$ cat config.mk
export PLATFORM = sky130hd
export DESIGN_NAME = stf_burst_gen
export DESIGN_NICKNAME = d
export VERILOG_FILES = /design/src/rtl/stf_burst_gen.sv
export SDC_FILE = /design/constraint.sdc
export NUM_CORES = 1
export LEC_CHECK = 0
export BUFFER_PORTS_ARGS = -buffer_cell sky130_fd_sc_hd__buf_4
export CORE_UTILIZATION = 59
export CTS_BUF_LIST = sky130_fd_sc_hd__clkbuf_16
export DETAILED_ROUTE_END_ITERATION = 12
export GPL_TIMING_DRIVEN = 0
export PLACE_DENSITY_LB_ADDON = 0.15
export SETUP_SLACK_MARGIN = 0.15
export SKIP_CTS_REPAIR_TIMING = 1
export SYNTH_ARGS = -nofsm -noshare
export SYNTH_HDL_FRONTEND = slang
export SYNTH_SLANG_ARGS = --single-unit
$ cat constraint.sdc
create_clock -name clk -period 6.45 [get_ports clk]
set_clock_uncertainty 0.05 [all_clocks]
set_input_delay 0.9675 -clock clk [delete_from_list [all_inputs] [get_ports clk]]
set_output_delay 0.9675 -clock clk [all_outputs]
set_load 0.01 [all_outputs]
$ cat src/rtl/stf_burst_gen.sv
// Short-training-field burst generator: streams NUM_REP periods of the 16-sample
// STF as a valid/ready I/Q stream, optionally followed by a half-amplitude tail.
module stf_burst_gen #(
  parameter int IQ_WIDTH = 16,
  parameter int NUM_REP  = 10,
  parameter int WIN_EN   = 1
) (
  input  logic                  clk,
  input  logic                  phy_tx_arest,
  input  logic                  start,
  input  logic                  abort,
  output logic                  busy,
  output logic                  s_valid,
  input  logic                  s_ready,
  output logic [2*IQ_WIDTH-1:0] s_data,
  output logic                  s_last,
  output logic                  done
);

  typedef enum logic [1:0] {IDLE, RUN, TAIL} state_t;

  localparam int         SHIFT    = IQ_WIDTH - 16;
  localparam logic [3:0] LAST_REP = 4'(NUM_REP - 1);
  localparam logic       WIN      = (WIN_EN != 0);

  state_t                state_q, state_d;
  logic [3:0]            idx_q, idx_d;
  logic [3:0]            rep_q, rep_d;
  logic                  valid_q, valid_d;
  logic                  last_q, last_d;
  logic                  done_q, done_d;
  logic [2*IQ_WIDTH-1:0] data_q, data_d;
  logic                  hs;

  function automatic logic [31:0] stf_entry(input logic [3:0] i);
    logic [31:0] e;
    case (i)
      4'd0:    e = 32'hfd0e_fd0e;
      4'd1:    e = 32'hfe68_fc27;
      4'd2:    e = 32'h0000_fbd6;
      4'd3:    e = 32'h0198_fc27;
      4'd4:    e = 32'h02f2_fd0e;
      4'd5:    e = 32'h03d9_fe68;
      4'd6:    e = 32'h042a_0000;
      4'd7:    e = 32'h03d9_0198;
      4'd8:    e = 32'h02f2_02f2;
      4'd9:    e = 32'h0198_03d9;
      4'd10:   e = 32'h0000_042a;
      4'd11:   e = 32'hfe68_03d9;
      4'd12:   e = 32'hfd0e_02f2;
      4'd13:   e = 32'hfc27_0198;
      4'd14:   e = 32'hfbd6_0000;
      default: e = 32'hfc27_fe68;
    endcase
    return e;
  endfunction

  function automatic logic signed [IQ_WIDTH-1:0] scale(input logic [15:0] v);
    logic signed [IQ_WIDTH-1:0] ext;
    ext = IQ_WIDTH'(signed'(v));
    return ext <<< SHIFT;
  endfunction

  // Arithmetic shift rounds toward negative infinity.
  function automatic logic signed [IQ_WIDTH-1:0] halve(input logic signed [IQ_WIDTH-1:0] v);
    return v >>> 1;
  endfunction

  function automatic logic [2*IQ_WIDTH-1:0] stf_sample(input state_t st, input logic [3:0] idx,
                                                       input logic [3:0] rep);
    logic [31:0]                e;
    logic signed [IQ_WIDTH-1:0] i_s;
    logic signed [IQ_WIDTH-1:0] q_s;
    if (st == TAIL || (idx == 4'd0 && rep == 4'd0)) begin
      e   = stf_entry(4'd0);
      i_s = halve(scale(e[31:16]));
      q_s = halve(scale(e[15:0]));
    end else begin
      e   = stf_entry(idx);
      i_s = scale(e[31:16]);
      q_s = scale(e[15:0]);
    end
    return {i_s, q_s};
  endfunction

  assign hs = valid_q && s_ready;

  always_comb begin
    state_d = state_q;
    idx_d   = idx_q;
    rep_d   = rep_q;
    done_d  = 1'b0;
    if (abort) begin
      state_d = IDLE;
      idx_d   = 4'd0;
      rep_d   = 4'd0;
    end else begin
      case (state_q)
        IDLE: begin
          // A start coinciding with the done pulse belongs to the old burst.
          if (start && !done_q) begin
            state_d = RUN;
            idx_d   = 4'd0;
            rep_d   = 4'd0;
          end
        end
        RUN: begin
          if (hs) begin
            idx_d = idx_q + 4'd1;
            if (idx_q == 4'd15) begin
              rep_d = rep_q + 4'd1;
              if (rep_q == LAST_REP) begin
                rep_d   = 4'd0;
                state_d = WIN ? TAIL : IDLE;
                done_d  = !WIN;
              end
            end
          end
        end
        TAIL: begin
          if (hs) begin
            state_d = IDLE;
            done_d  = 1'b1;
          end
        end
        default: state_d = IDLE;
      endcase
    end
    valid_d = (state_d != IDLE);
    data_d  = valid_d ? stf_sample(state_d, idx_d, rep_d) : '0;
    last_d  = (state_d == TAIL) ||
              (state_d == RUN && !WIN && idx_d == 4'd15 && rep_d == LAST_REP);
  end

  always_ff @(posedge clk or posedge phy_tx_arest) begin
    if (phy_tx_arest) begin
      state_q <= IDLE;
      idx_q   <= 4'd0;
      rep_q   <= 4'd0;
      valid_q <= 1'b0;
      last_q  <= 1'b0;
      done_q  <= 1'b0;
      data_q  <= '0;
    end else begin
      state_q <= state_d;
      idx_q   <= idx_d;
      rep_q   <= rep_d;
      valid_q <= valid_d;
      last_q  <= last_d;
      done_q  <= done_d;
      data_q  <= data_d;
    end
  end

  assign busy    = (state_q != IDLE);
  assign s_valid = valid_q;
  assign s_data  = data_q;
  assign s_last  = last_q;
  assign done    = done_q;

endmodule

==> results.cfg <==
[routing]
vias_per_cell = 5.66
drt-total-wl_um = 4750
wl_per_cell_um = 14.8
first_pass_iters = 4
dr_total_vias = 1812
drt_iter0_markers = 121
drc = 0
ant_nets = 0

[power_and_ir_drop]
vdd_drop_max_mv = 0.242
leakagePower_nw = 1.29
p_per_area_nw_per_um2 = 217

[synth]
yosysTopAreaCellShare = 0.430
synth_mux_area_frac = 0.0285
synth_top_family_by_area = compound AO/OA/AOI/OAI gates
synthXorXnorAreaFrac = 0.0204
syn_inst = 226
synthAdderAreaFrac = 0.0407
synth_compound_area_frac = 0.209
yosys.area.top_type = dfrtp_1
synth_simple_gate_area_frac = 0.180
synthTopCellsByCount = dfrtp_1, nor2_1, a21oi_1
syn_nets = 238
ys_seq_area_frac = 0.430
yosysWarnings = 0
synth_ff_type = dfrtp_1
synth.distinct_cells = 53
yosysMostFrequentCell = dfrtp_1
synthArstFlopShare = 1.00
synthesis.area_um2 = 2150
synth-seq-cells = 37
synth_enable_flop_cells = 0
synthTopCellsByArea = dfrtp_1, a21oi_1, nor2_1
avgSynthCellArea_um2 = 9.52

[worst_setup_path]
cp-end-kind = flop
setup.worst_path.start_class = primary input
worstPathRequired_ns = 6.57
crit_type = in2reg
crit_fanout = 10
max_stage_delay_ns = 0.64
cp.depth = 10
timing.rr.start = state_q[1]
worstPathArrival_ns = 3.59
critPathSlowestCell = o31ai_2
path_cells = buf_4, and4b_1, buf_2, mux2i_1, nor2_1, inv_1, ha_1, o2111ai_1, o31ai_2, o21ba_1
regToRegSetupSlack_ns = 3.25
reg2regPathDepth = 9
path_delay_family = compound AO/OA/AOI/OAI gates
critPathBufInv = 3
r2r-end = s_data[8]

[finish]
diodes = 0
drive_gt1_frac = 0.314
final_nets = 285
syn_to_final_growth_pct = 24.6

[place]
port_buffers = 40
place_ws_ns = 2.75
hpwl_um = 3350
place_congestion = 0.899

[timing]
drv_slew = 0
setup_violations = 0
period_share = 0.538
fmax_mhz = 288
worst_slack_ns = 2.98
worstMarginPinSlew_ns = 0.748
finalSetupTns_ns = 0
fin_crit_ns = 3.47
hold_violations = 0
rsz0062_at_grt = no
max-slew-margin-rel = 0.501

[clocking]
path_clk_slew_ns = 0.06
clockBufferDepth = 2
cts_tree = built
cts_max_level = 2
numCtsBuffers = 5
clk-insertion-delay-late_ns = 0.28
clock-sinks = 37
root_buffer = clkbuf_16

[min_path]
whs_path_depth = 2
min_to = rep_q[1]
min_from = rep_q[1]
hold_class = reg2reg

[global_route]
grt-ovfl-total = 0
grt_pass1_wl_um = 7920
grt_util_all_layers = 0.266
grt_pass1_vias = 1679
antenna_found_initial = 0
grt_start_max_net_pins = 38

[floorplanning]
row_count = 21
die_h_um = 62.4
fp.dieArea_um2 = 3890
initial_utilization = 0.630
ioPinCount = 41
core_area_um2 = 3420
chipWidth_um = 62.4

[outcome]
status = completed

[job]
drv_cap = 0
[sequential cells by signal (all words and copies together), names as in the netlist]
name     flops
idx_q        4
s_data      24
state_q      2
done         1
s_valid      1
rep_q        4
s_last       1
[final cells by class]
class	instances	area, um^2
plain buffers	22	149
multi-input cells	155	1030
clock buffers	5	125
flip-flops and latches	37	926
clock inverters	3	46.3
repair buffers	40	300
well taps	46	57.6
inverters	12	45.0
fillers	246	736
[power breakdown]
| group | internal, W | leakage, nW | switching [W] | total, W |
|---|---|---|---|---|
| logic | 0.0000283 | 0.720 | 0.0000307 | 0.0000590 |
| registers | 0.000240 | 0.494 | 0.00000402 | 0.000244 |
| clock network | 0.000183 | 0.0800 | 0.0000959 | 0.000279 |
[cell usage in the layout, fill, tap and decap left out, types with 2 or more instances in the layout]
| master | count |
|---|---|
| a211oi_1 | 3 |
| a21oi_1 | 19 |
| a31oi_1 | 9 |
| and3_1 | 2 |
| buf_2 | 8 |
| buf_4 | 49 |
| buf_6 | 3 |
| clkbuf_1 | 2 |
| clkbuf_16 | 5 |
| dfrtp_1 | 37 |
| ha_1 | 7 |
| inv_1 | 10 |
| inv_2 | 2 |
| mux2i_1 | 5 |
| nand2_1 | 15 |
| nand3_1 | 5 |
| nor2_1 | 24 |
| nor2b_1 | 4 |
| nor3_1 | 7 |
| nor3_2 | 2 |
| o21ai_0 | 10 |
| o21ai_4 | 2 |
| o22ai_1 | 4 |
| or2_2 | 3 |
| or3_1 | 2 |
| xnor2_1 | 4 |
[per-layer routing]
layer / global-route usage / routed length [um] / up-vias
met5: 0 / 0 / -
met4: 0.0756 / 53 / 0
met3: 0.0639 / 287 / 5
met2: 0.437 / 2280 / 59
met1: 0.351 / 2130 / 865
li1: - / - / 883
[metrics by stage]
stage / power, W / cells / hold slack (ns) / area, um^2 / util
after floorplan: 0.000282 / 226 / 0.516 / 2150 / -
after global placement: 0.000306 / 312 / 0.546 / 2510 / 0.734
after detailed placement: 0.000307 / 312 / 0.557 / 2510 / 0.734
after CTS: 0.000585 / 320 / 0.565 / 2680 / 0.785
after global routing: 0.000600 / 320 / 0.608 / 2680 / 0.785
final: 0.000581 / 320 / 0.569 / 2680 / 0.785
[worst register-to-register path: cells and delay by family, from the launching register on]
kind	cells	cell delay, ns
compound gates	3	1.08
simple gates	2	0.52
flops	1	0.45
buf+inv	2	0.37
mux	1	0.33
fa+ha+maj	1	0.31
[worst max path at each step]
stage	from	to	slack, ns
finish	s_ready	s_data[8]	2.98
global route	s_ready	s_data[8]	2.77
CTS	s_ready	s_data[8]	3.02
detailed placement	s_ready	s_data[8]	2.75
global placement	s_ready	s_data[8]	2.78
floorplan	s_ready	s_data[8]	3.45
[logic make-up after synthesis]
| kind of cell | count (synthesis) |
|---|---|
| AO/OA/AOI/OAI | 64 |
| XOR/XNOR | 5 |
| adder cells (fa/ha/maj) | 7 |
| buffers and inverters | 34 |
| flip-flops | 37 |
| multiplexers | 6 |
| AND/OR/NAND/NOR | 73 |
Note: power is estimated with default switching activity, not from simulation.
